`src/rtl/dht11_reader.sv`:
```
// DHT11 single-wire reader: host start pulse, response/bit timing in 1 us ticks,
// checksum verification and output byte holding.
//
// state      | meaning
// IDLE       | line released, waiting for start
// START_LOW  | host holds line low for T_START_LOW ticks
// WAIT_RESP  | line released, waiting for sensor to pull low
// RESP_LOW   | sensor 80 us low response
// RESP_HIGH  | sensor 80 us high response
// BIT_LOW    | 50 us low preamble of a data bit
// BIT_HIGH   | high phase, its length encodes the bit
// CHECK      | checksum compare, publish or flag error
module dht11_reader #(
  parameter int T_START_LOW  = 18000,
  parameter int T_TIMEOUT    = 200,
  parameter int T_BIT_THRESH = 48,
  parameter int CNT_W        = 15
) (
  input  logic       clk,
  input  logic       rst,
  input  logic       tick_src,
  input  logic       start,
  input  logic       dht_in,
  output logic       dht_oe,
  output logic       busy,
  output logic       valid,
  output logic       err,
  output logic [1:0] err_code,
  output logic [7:0] hum_int,
  output logic [7:0] hum_dec,
  output logic [7:0] tmp_int,
  output logic [7:0] tmp_dec
);

  localparam logic [2:0] IDLE      = 3'd0;
  localparam logic [2:0] START_LOW = 3'd1;
  localparam logic [2:0] WAIT_RESP = 3'd2;
  localparam logic [2:0] RESP_LOW  = 3'd3;
  localparam logic [2:0] RESP_HIGH = 3'd4;
  localparam logic [2:0] BIT_LOW   = 3'd5;
  localparam logic [2:0] BIT_HIGH  = 3'd6;
  localparam logic [2:0] CHECK     = 3'd7;

  localparam logic [CNT_W-1:0] START_LAST = CNT_W'(T_START_LOW - 1);
  localparam logic [CNT_W-1:0] TIMEOUT_C  = CNT_W'(T_TIMEOUT);
  localparam logic [CNT_W-1:0] THRESH_C   = CNT_W'(T_BIT_THRESH);
  localparam logic [CNT_W-1:0] CNT_MAX    = '1;

  logic [2:0]       state, state_nxt;
  logic [CNT_W-1:0] cnt;
  logic [5:0]       bit_cnt;
  logic [39:0]      shift;
  logic             tick_src_q, tick;
  logic             dht_s1, dht_s2, dht_q;
  logic             rise, fall, timeout;
  logic             fail_now;
  logic [1:0]       fail_code;
  logic [7:0]       sum;

  assign tick    = tick_src & ~tick_src_q;
  assign rise    = dht_s2 & ~dht_q;
  assign fall    = ~dht_s2 & dht_q;
  assign timeout = (cnt >= TIMEOUT_C);
  assign sum     = shift[39:32] + shift[31:24] + shift[23:16] + shift[15:8];

  // Edges are tested before the timeout so a late edge still advances.
  always_comb begin
    state_nxt = state;
    fail_now  = 1'b0;
    fail_code = 2'b00;
    case (state)
      IDLE:      if (start) state_nxt = START_LOW;
      START_LOW: if (tick && cnt == START_LAST) state_nxt = WAIT_RESP;
      WAIT_RESP: begin
        if (fall) state_nxt = RESP_LOW;
        else if (timeout) begin fail_now = 1'b1; fail_code = 2'b01; end
      end
      RESP_LOW: begin
        if (rise) state_nxt = RESP_HIGH;
        else if (timeout) begin fail_now = 1'b1; fail_code = 2'b01; end
      end
      RESP_HIGH: begin
        if (fall) state_nxt = BIT_LOW;
        else if (timeout) begin fail_now = 1'b1; fail_code = 2'b01; end
      end
      BIT_LOW: begin
        if (rise) state_nxt = BIT_HIGH;
        else if (timeout) begin fail_now = 1'b1; fail_code = 2'b10; end
      end
      BIT_HIGH: begin
        if (fall) state_nxt = (bit_cnt == 6'd39) ? CHECK : BIT_LOW;
        else if (timeout) begin fail_now = 1'b1; fail_code = 2'b10; end
      end
      CHECK:     state_nxt = IDLE;
      default:   state_nxt = IDLE;
    endcase
    if (fail_now) state_nxt = IDLE;
  end

  always_ff @(posedge clk or negedge rst) begin
    if (!rst) begin
      state      <= IDLE;
      cnt        <= '0;
      bit_cnt    <= '0;
      shift      <= '0;
      tick_src_q <= 1'b0;
      dht_s1     <= 1'b1;
      dht_s2     <= 1'b1;
      dht_q      <= 1'b1;
      dht_oe     <= 1'b0;
      busy       <= 1'b0;
      valid      <= 1'b0;
      err        <= 1'b0;
      err_code   <= 2'b00;
      hum_int    <= '0;
      hum_dec    <= '0;
      tmp_int    <= '0;
      tmp_dec    <= '0;
    end else begin
      tick_src_q <= tick_src;
      dht_s1     <= dht_in;
      dht_s2     <= dht_s1;
      dht_q      <= dht_s2;
      valid      <= 1'b0;
      err        <= 1'b0;
      state      <= state_nxt;

      if (state_nxt != state) cnt <= '0;
      else if (tick && cnt != CNT_MAX) cnt <= cnt + 1'b1;

      if (state == IDLE && start) begin
        busy     <= 1'b1;
        dht_oe   <= 1'b1;
        err_code <= 2'b00;
        bit_cnt  <= '0;
        shift    <= '0;
      end

      if (state == START_LOW && state_nxt == WAIT_RESP) dht_oe <= 1'b0;

      if (state == BIT_HIGH && fall) begin
        shift   <= {shift[38:0], (cnt > THRESH_C)};
        bit_cnt <= bit_cnt + 6'd1;
      end

      if (state == CHECK) begin
        busy <= 1'b0;
        if (sum == shift[7:0]) begin
          hum_int  <= shift[39:32];
          hum_dec  <= shift[31:24];
          tmp_int  <= shift[23:16];
          tmp_dec  <= shift[15:8];
          valid    <= 1'b1;
          err_code <= 2'b00;
        end else begin
          err      <= 1'b1;
          err_code <= 2'b11;
        end
      end

      if (fail_now) begin
        err      <= 1'b1;
        err_code <= fail_code;
        dht_oe   <= 1'b0;
        busy     <= 1'b0;
      end
    end
  end

endmodule

```
`config.mk`:
```
export PLATFORM = sky130hd
export DESIGN_NAME = dht11_reader
export DESIGN_NICKNAME = d
export VERILOG_FILES = /design/src/rtl/dht11_reader.sv
export SDC_FILE = /design/constraint.sdc
export NUM_CORES = 1
export LEC_CHECK = 0
export ABC_CLOCK_PERIOD_IN_PS = 3800
export CORE_MARGIN = 1
export CORE_UTILIZATION = 57
export CTS_CLUSTER_SIZE = 40
export DETAILED_ROUTE_END_ITERATION = 10
export DONT_BUFFER_PORTS = 1
export PLACE_DENSITY = 0.75
export SYNTH_ARGS = -nofsm -noshare
export SYNTH_HDL_FRONTEND = slang
export SYNTH_SLANG_ARGS = --single-unit
```
`constraint.sdc`:
```
create_clock -name clk -period 3.8 [get_ports clk]
set_clock_uncertainty 0.15 [all_clocks]
set_input_delay 0.38 -clock clk [delete_from_list [all_inputs] [get_ports clk]]
set_output_delay 0.38 -clock clk [all_outputs]
set_load 0.02 [all_outputs]
```
==> results of run 1 <==
## layout make-up
cell class,count,share of cell area
sequential,106,0.454
multi-input combinational,347,0.426
timing repair buffer,25,0.0501
clock buffer,10,0.0235
tap,108,0.0231
inverter,20,0.0128
clock inverter,6,0.00963
## flip-flops by register name, indices dropped and copies added (netlist names)
| signal | cells |
|---|---|
| tmp_dec | 8 |
| state | 3 |
| dht_q | 1 |
| shift | 40 |
| bit_cnt | 6 |
| tmp_int | 8 |
| dht_oe | 1 |
| cnt | 15 |
| dht_s2 | 1 |
| tick_src_q | 1 |
| err | 1 |
| hum_dec | 8 |
| valid | 1 |
| err_code | 2 |
| busy | 1 |
| dht_s1 | 1 |
| hum_int | 8 |
## cell usage after synthesis (3+ instances only)
cell type,count,area share
sky130_fd_sc_hd__dfrtp_1,103,0.49
sky130_fd_sc_hd__o21ai_0,16,0.015
sky130_fd_sc_hd__dfstp_2,3,0.015
sky130_fd_sc_hd__nor3_1,11,0.011
sky130_fd_sc_hd__o31ai_1,5,0.0072
sky130_fd_sc_hd__mux2_1,3,0.0065
sky130_fd_sc_hd__buf_6,3,0.0065
sky130_fd_sc_hd__xnor2_1,20,0.034
sky130_fd_sc_hd__nand2_1,82,0.059
sky130_fd_sc_hd__xor2_1,10,0.017
sky130_fd_sc_hd__clkbuf_1,15,0.011
sky130_fd_sc_hd__a21oi_1,12,0.012
sky130_fd_sc_hd__nor2b_1,6,0.0072
sky130_fd_sc_hd__nand4_1,3,0.0036
sky130_fd_sc_hd__o21bai_1,3,0.0043
sky130_fd_sc_hd__nand3_1,51,0.049
sky130_fd_sc_hd__fa_1,14,0.054
sky130_fd_sc_hd__inv_1,20,0.014
sky130_fd_sc_hd__nor4_1,5,0.0060
sky130_fd_sc_hd__nor3b_1,3,0.0043
sky130_fd_sc_hd__nor2_1,33,0.024
sky130_fd_sc_hd__ha_1,10,0.024
sky130_fd_sc_hd__a31oi_1,3,0.0036
sky130_fd_sc_hd__mux2_2,29,0.063
## layer usage
metal  wire [um]  vias to the layer above
met3         415                       18
met1        4620                     1791
met4         204                        0
met5           0                        -
li1            -                     1701
met2        5320                       79
## logic make-up after synthesis
family | after synthesis | share of synthesized area
compound gates | 49 | 0.0627
xor+xnor | 32 | 0.0567
fa+ha+maj | 24 | 0.0778
buf+inv | 40 | 0.0331
flops | 106 | 0.510
mux | 33 | 0.0711
simple gates | 209 | 0.189
## path summary, 6_finish.rpt
kind / to / slack [ns] / depth (start not counted)
hold reg to reg: dht_s2 / 0.21 / 0
hold / removal: dht_s2 / 0.21 / 0
setup / recovery: hum_int[0] / -0.15 / 14
max in group asynchronous: shift[9] / 2.62 / 2
min in group asynchronous: hum_int[3] / 0.43 / 2
setup reg to reg: hum_int[0] / -0.15 / 14
## layout by cell type, fill, tap and decap left out, types with 9 or more instances in the layout
cell type,instances
sky130_fd_sc_hd__xnor2_1,19
sky130_fd_sc_hd__xor2_1,10
sky130_fd_sc_hd__nand2_1,82
sky130_fd_sc_hd__mux2_4,18
sky130_fd_sc_hd__fa_1,13
sky130_fd_sc_hd__ha_1,9
sky130_fd_sc_hd__dfrtp_1,103
sky130_fd_sc_hd__clkbuf_8,10
sky130_fd_sc_hd__nand3_1,51
sky130_fd_sc_hd__nor2_1,33
sky130_fd_sc_hd__a21oi_1,11
sky130_fd_sc_hd__o21ai_0,16
sky130_fd_sc_hd__nor3_1,11
sky130_fd_sc_hd__mux2_2,13
sky130_fd_sc_hd__buf_4,13
sky130_fd_sc_hd__inv_1,19
## where the power goes
part	switching (mW)	total (mW)	internal, mW
combinational	0.248	0.420	0.172
clock	0.404	0.675	0.271
sequential	0.156	1.36	1.20
## per-stage QoR
stage                util  instances  instance area [um^2]  setup WS [ns]
floorplan               -        493                  5240        -0.0578
global placement    0.617        597                  5410        -0.0165
detailed placement  0.617        597                  5410         -0.149
CTS                 0.648        618                  5680         -0.130
global route        0.667        622                  5850         -0.307
finish              0.667        622                  5850         -0.151
## timing repair
item | CTS | global route
hold buffers | 4 | 0
gates cloned | 0 | 3
hold endpoints to repair | 108 | 0
gates resized for setup | 3 | 35
pin swaps | 0 | 7
endpoints found under the setup margin | 32 | 35
buffers inserted | 1 | 1
==> results by stage, run 1 <==
Placed design:
- The count of input and output buffers is 0.
- Once detailed placement completed, the half-perimeter wirelength came to 6880 um.
- At the end of routability-driven placement, the weighted congestion stood at 0.946.

STA:
- At the pin with the least slew margin, the transition time is 0.796 ns.
- The sum of negative setup slack is -4.04 ns.
- The minimum clock period is 3.95 ns.
- Setup violations remaining at the end of the flow were counted as 32.
- The final hold slack is 0.210 ns.
- The max-slew violation count came to 0.
- The count of final hold-check violations came to 0.
- After layout, the worst setup slack is -0.151 ns.
- Measured against its own limit, the worst slew margin works out to 0.467.
- The final critical-path share of the clock period is 1.04.
- The highest achievable clock rate is 253 MHz.
- Setup repair after global routing could not meet its margin everywhere.

Global routing:
- The global-route layer with the greatest usage is met2.
- The global routing usage summed across all routing layers is 0.229.
- The first global-routing pass estimated 17200 um of wire.
- For this run, global-route usage on met1 was measured as 0.305.
- The global-route met2 utilization is 0.373.
- After global routing the overflow that remains totals 0.
- The met3 global-route usage is 0.0432.
- Entering global routing, the biggest net connects 107 pins.
- The number of global-route vias before repair is 3480.
- The initial antenna violation count is 0.

Setup path:
- The cell family contributing the most delay on the critical path is adder cells.
- The worst setup path is launched from a flip-flop.
- Tracing the worst setup path back leads to its startpoint at shift[25].
- The critical path in this run is classified as flip-flop to flip-flop.
- STA puts the critical path data required time at 3.91 ns.
- The element type at the critical path end is a flip-flop.
- STA puts the critical path data arrival time at 4.06 ns.
- The slowest stage of the critical path belongs to the cell sky130_fd_sc_hd__fa_2.
- The origin of the critical flop-to-flop path is shift[25].
- Of all nets on the critical path, the largest fanout is 5.
- Counting both buffers and inverters, the worst setup path holds a total of 5.
- The largest single stage delay on the critical path is 0.58 ns.
- Traced cell by cell, the critical path runs through fa_1 -> inv_1 -> fa_1 -> inv_1 -> ha_2 -> inv_2 -> fa_2 -> xnor2_2 -> nor4_2 -> nand3_1 -> nor4_4 -> buf_6 -> clkbuf_16 -> mux2_2.

Logic synthesis:
- The number of library cell types mapped by synthesis is 48.
- The proportion of synthesized flip-flops having asynchronous set or reset is 1.00.
- The average cell area after synthesis is 10.6 um^2.
- After technology mapping, the gate count stands at 493.
- The Yosys step of the flow raised 0 warnings.
- The count of flip-flops with a built-in enable after synthesis is 0.
- In this run the cell area of the synthesized design comes to 5210 um^2.
- The number of nets in the synthesized netlist is 522.
- The proportion of synthesized chip area in sequential cells is 0.510.
- The most used flip-flop cell after synthesis is sky130_fd_sc_hd__dfrtp_1.
- Counting flops and latches in the post-synthesis netlist gives 106.

Clock network:
- TritonCTS created 9 clock buffers.
- The clock sink total is 106.
- The buffer depth of the longest clock path is 2.
- The latest clock arrival within the worst-skew pair is 0.37 ns.
- The tree is rooted in a sky130_fd_sc_hd__clkbuf_8.
- After clock tree synthesis, the clock-pin slew on the worst setup and hold paths is 0.10 ns.
- The CTS tree is yes.
- The H-tree level count is 3.

Route:
- The detailed-routing iteration count for the pre-antenna-repair pass is 5.
- The count of nets left with antenna violations once routing finished came out at 0.
- Using the TritonRoute via totals, the vias-per-cell ratio works out to 5.77.
- The number of DRC violations after detailed-routing iteration 0 is 177.
- The detailed router placed 3589 vias in this run.
- The total wirelength of the detailed-routed design is 10600 um.
- In the final routed layout, each cell accounts on average for 17.0 um.
- The number of remaining DRC errors is 0.

Final layout:
- The share of final-layout standard cells stronger than drive strength 1 is 0.175.
- The area overhead of the layout relative to synthesis is 12.3%.
- The count of inserted antenna diode cells is 0.
- The area occupied by multi-input gates is 2490 um^2.
- The final-stage net count is 538.
- The number of fill cells in the layout is 663.
- The area taken by flip-flops and latches is 2660 um^2.

Power:
- The worst-case IR drop observed on VDD is 0.267 mV.
- Dividing total power by cell area gives a power density of 419 nW/um^2.
- The post-route total power is 2.45 mW.
- The static leakage is 2.84 nW.

Die:
- In this run the vertical extent of the chip is 97.6 um.
- The initial utilization of the core area, before any placement, comes to 0.594.
- The full die area is 9520 um^2.
- The site row count is 34.
- The number of ports placed on the die boundary is 43.
- The area of the placeable core is 8760 um^2.
- The floorplan step set the die width to 97.6 um.

Run:
- The number of maximum-capacitance constraint violations is 0.

Hold path:
- The worst min-delay path class is flip-flop to flip-flop.
- The hold path startpoint is dht_s1.

Status:
- The run finished, with violations left.
- The checks that failed: negative setup slack.
Note: power is estimated with default switching activity, not from simulation.
==> inputs of run 2 (changes only) <==
CAP_MARGIN = 10   (was default)
==> results of run 2 <==
Final layout, timing and power as in run 1 (identical DEF).
==> inputs of run 3 (changes only) <==
ABC_AREA = 1   (was default)
CORE_UTILIZATION = 58   (was 57)
PLACE_DENSITY = 0.76   (was 0.75)
==> run 3 against run 2 <==
Net effect:
- the run now ends clean
- clock power up 1%
- core utilization down 2.1 points
- hold slack better by 0.0022 ns
- critical endpoint is now tmp_dec[7]
- largest cell class unchanged
- largest power group unchanged
==> results by stage, run 3 <==
Route:
- The detailed-routing iteration count for the pre-antenna-repair pass is 5.
- Using the TritonRoute via totals, the vias-per-cell ratio works out to 5.46.
- The count of vias placed by the detailed router is 4284.
- In this run the remaining antenna-violating nets after routing total 0.
- The number of remaining DRC errors is 0.
- The first routing iteration left 234 violations.
- Dividing the detail-routed wire length by the instance count gives 14.4 um.
- The total wirelength of the detailed-routed design is 11300 um.

Logic synthesis:
- The proportion of synthesized chip area in sequential cells is 0.473.
- Counting flops with a built-in enable in the synthesized netlist gives 0.
- The share of synthesized area in the top cell type comes to 0.459.
- By area, the combinational part of the netlist is dominated by simple AND/OR/NAND/NOR gates.
- Of the total synthesized cell area, the portion taken by XOR and XNOR cells is 0.0156.
- The post-synthesis instance area is 5610 um^2.
- Each instance of the synthesized netlist takes up on average 8.69 um^2.
- By instance count, the leading cell after synthesis is sky130_fd_sc_hd__nand2_1.
- Synthesis inferred 106 register bits.
- Of the total synthesized cell area, the portion taken by full adders, half adders and majority gates is 0.0722.
- Synthesis produced a netlist with a net count of 675.
- The number of different library cells used by synthesis comes to 37.
- Counting instances in the post-synthesis netlist gives the leading cell types as sky130_fd_sc_hd__nand2_1 (163), sky130_fd_sc_hd__dfrtp_1 (103), sky130_fd_sc_hd__inv_1 (86).
- The portion of synthesized area spent on multiplexers is 0.
- During synthesis, Yosys emitted a total of 0 warnings.
- The number of instances in the synthesized netlist is 646.
- The fraction of the mapped netlist area in compound gates is 0.0680.
- Summed over all instances, the cell type with the most area after synthesis is sky130_fd_sc_hd__dfrtp_1.
- In the synthesized netlist the async set-or-reset flop fraction comes to 1.00.
- The most used flip-flop cell after synthesis is sky130_fd_sc_hd__dfrtp_1.
- The post-synthesis share of cell area spent on and, or, nand and nor gates is 0.277.
- Sorting the synthesized cells by area gives the leading types as sky130_fd_sc_hd__dfrtp_1 (46%), sky130_fd_sc_hd__nand2_1 (11%), sky130_fd_sc_hd__inv_1 (5.8%).

Power:
- The switching part of the total is 0.346.
- The combinational cell fraction of total power is 0.241.
- IR analysis of the VDD net gives a maximum drop of 0.249 mV.
- The internal portion of the total power is 1.69 mW.
- The analysis attributes to cell leakage a power of 3.12 nW.
- For this design the ratio of total power to cell area is 428 nW/um^2.
- The proportion of power drawn by flip-flops and latches is 0.494.
- The share of total power dissipated in the clock network is 0.265.
- The switching power summed over all nets is 893 uW.

Final layout:
- The final-stage net count is 680.
- The number of fill cells in the layout is 775.
- In the layout the commonest cells are sky130_fd_sc_hd__nand2_1 (160), sky130_fd_sc_hd__dfrtp_1 (103), sky130_fd_sc_hd__inv_1 (84).
- The area overhead of the layout relative to synthesis is 7.38%.
- The flip-flop count of the largest register, all copies and words added is 40.
- The register name with the most flops is shift.
- In the final layout, the registers with the most flip-flops are shift (40), cnt (15).
- The library cell used most frequently in the layout, excluding fill and tap cells, is sky130_fd_sc_hd__nand2_1.
- The fraction of the core area covered by cells at the end of the flow is 0.646.
- The number of antenna diodes in the final layout is 0.
- The number of cells in the finished layout apart from fillers is 785.
- In the final layout, the share of cells above drive strength 1 is 0.143.

STA:
- The max-slew violation count is 0.
- The relative slew slack is 0.649.
- Setup repair after global routing could not meet its margin everywhere.
- The number of endpoints failing setup at the final stage is 0.
- Dividing the final minimum period by the clock period gives 0.961.
- For the finished layout, the period the worst path requires is 3.65 ns.
- At the pin with the least slew margin, the transition time is 0.527 ns.
- The sum of negative setup slack is 0 ns.
- The count of final hold-check violations is 0.
- The highest achievable clock rate is 274 MHz.

Setup path:
- The worst-case register-to-register setup slack is 0.15 ns.
- For the worst flop-to-flop path, the logic depth is 18.
- The peak fanout along the critical path is 20.
- The critical path start-end classification is flip-flop to flip-flop.
- The worst setup path is captured at a flip-flop.
- At the worst endpoint, the required time is 3.90 ns.
- The endpoint identified for the worst register-to-register timing path is tmp_dec[7].
- The startpoint type of the worst setup path is a flip-flop.
- Data arrives at the worst endpoint at 3.75 ns.
- The origin of the critical flop-to-flop path is shift[9].

Run:
- The number of maximum-capacitance constraint violations is 0.

Hold path:
- The hold path startpoint is dht_s1.
- The worst min-delay path class is flip-flop to flip-flop.
- The count of cells along the worst hold path is 0.
- The worst hold path terminates at dht_s2.

Global routing:
- The maximum number of pins on one net before global-route repair is 107.
- The total overflow left after global routing is 0.
- The number of global-route vias before repair is 4124.
- The first global-routing pass estimated 18900 um of wire.
- Across every metal layer, demand over resource in global routing totals 0.238.
- The initial antenna violation count is 0.

Die:
- The die is 100 um wide.
- The initialized floorplan defines 35 standard-cell rows.
- The full die area is 10100 um^2.
- The vertical die dimension is 100 um.
- The initial utilization of the core area, before any placement, comes to 0.602.
- The area of the placeable core is 9330 um^2.
- The number of ports placed on the die boundary is 43.

Status:
- The run finished with clean final reports.

Placed design:
- After detailed placement, the design holds a cell count of 761.
- The congestion estimate from routability-driven global placement came to 0.966.
- During placement, the flow inserted port buffers numbering 0.
- The detailed placer's ending HPWL is 8070 um.

Clock network:
- TritonCTS built the clock tree.
- The CTS root buffer is sky130_fd_sc_hd__clkbuf_8.
- The clock passes through at most 2 buffers.
- After clock tree synthesis, the clock-pin slew on the worst setup and hold paths is 0.11 ns.
- For the worst-skew pair, the clock arrives at the later sink with an insertion delay of 0.37 ns.
- The H-tree level count is 3.
- CTS saw 106 sinks.
- The total clock buffers created by CTS is 9.
==> run 3: timing repair <==
action,4_1_cts,5_1_grt
gates resized for setup,0,14
buffers inserted,0,2
endpoints found under the hold margin,108,0
hold buffers,4,0
endpoints found under the setup margin,0,33
==> run 3: final cells by class <==
cell class | instances | area [um^2] | share of cell area
inverter | 103 | 389 | 0.0646
multi-input combinational | 414 | 2450 | 0.407
clock buffer | 10 | 138 | 0.0228
timing repair buffer | 17 | 174 | 0.0289
tap | 129 | 161 | 0.0268
sequential | 106 | 2660 | 0.441
clock inverter | 6 | 55.1 | 0.00913
==> run 3: kinds of logic (layout without fill, tap and decap cells) <==
logic type | Yosys count | count (layout)
XOR/XNOR | 10 | 10
flip-flops | 106 | 106
AO/OA/AOI/OAI | 63 | 63
AND/OR/NAND/NOR | 317 | 317
adder cells (fa/ha/maj) | 24 | 24
buffers and inverters | 126 | 136
==> run 3: power by group through the flow <==
| stage | Clock (mW) | Combinational, mW | Sequential, mW |
|---|---|---|---|
| 3_3_place_gp | 0 | 0.541 | 1.29 |
| 3_5_place_dp | 0 | 0.563 | 1.30 |
| 5_1_grt | 0.750 | 0.704 | 1.29 |
| 2_1_floorplan | 0 | 0.457 | 1.28 |
| 4_1_cts | 0.695 | 0.595 | 1.28 |
| 6_report | 0.684 | 0.622 | 1.28 |
==> run 3: metrics by stage <==
stage / setup WS, ns / instance area (um^2) / hold slack (ns) / power [mW]
floorplan: 0.352 / 5610 / -0.0656 / 1.73
global placement: 0.274 / 5700 / -0.0635 / 1.84
detailed placement: 0.120 / 5700 / -0.0638 / 1.86
CTS: 0.106 / 5950 / 0.199 / 2.57
global route: -0.0343 / 6030 / 0.216 / 2.74
finish: 0.150 / 6030 / 0.213 / 2.58
==> run 3: routing by layer <==
metal	routed length [um]	up-vias	global-route usage	share of wire
met5	0	-	0	0
met4	198	0	0.0725	0.018
met3	419	15	0.0348	0.037
met2	5790	86	0.423	0.51
met1	4900	2081	0.301	0.43
li1	-	2102	-	-
==> run 3: how the worst max path moves through the flow <==
stage	slack, ns	startpoint	cells past startpoint	end
global placement	0.27	shift[9]	18	tmp_int[6]
floorplan	0.35	shift[9]	18	hum_dec[7]
detailed placement	0.12	shift[9]	18	hum_dec[2]
global route	-0.03	shift[9]	17	hum_int[7]
finish	0.15	shift[9]	18	tmp_dec[7]
CTS	0.11	shift[9]	18	tmp_dec[7]
==> run 3: worst max-delay path, stage by stage (launching register included) <==
cell and delay (ns):
sky130_fd_sc_hd__dfrtp_1 0.43, sky130_fd_sc_hd__fa_1 0.56, sky130_fd_sc_hd__inv_2 0.04, sky130_fd_sc_hd__fa_1 0.50
sky130_fd_sc_hd__inv_1 0.05, sky130_fd_sc_hd__ha_2 0.19, sky130_fd_sc_hd__inv_2 0.06, sky130_fd_sc_hd__fa_1 0.42
sky130_fd_sc_hd__nand2_1 0.08, sky130_fd_sc_hd__inv_1 0.04, sky130_fd_sc_hd__nor2_1 0.09, sky130_fd_sc_hd__nand3_1 0.11
sky130_fd_sc_hd__nor2_2 0.11, sky130_fd_sc_hd__nand3_2 0.13, sky130_fd_sc_hd__nor2_4 0.14, sky130_fd_sc_hd__nand4_4 0.13
sky130_fd_sc_hd__buf_12 0.20, sky130_fd_sc_hd__nand2_1 0.06, sky130_fd_sc_hd__nand2_1 0.05
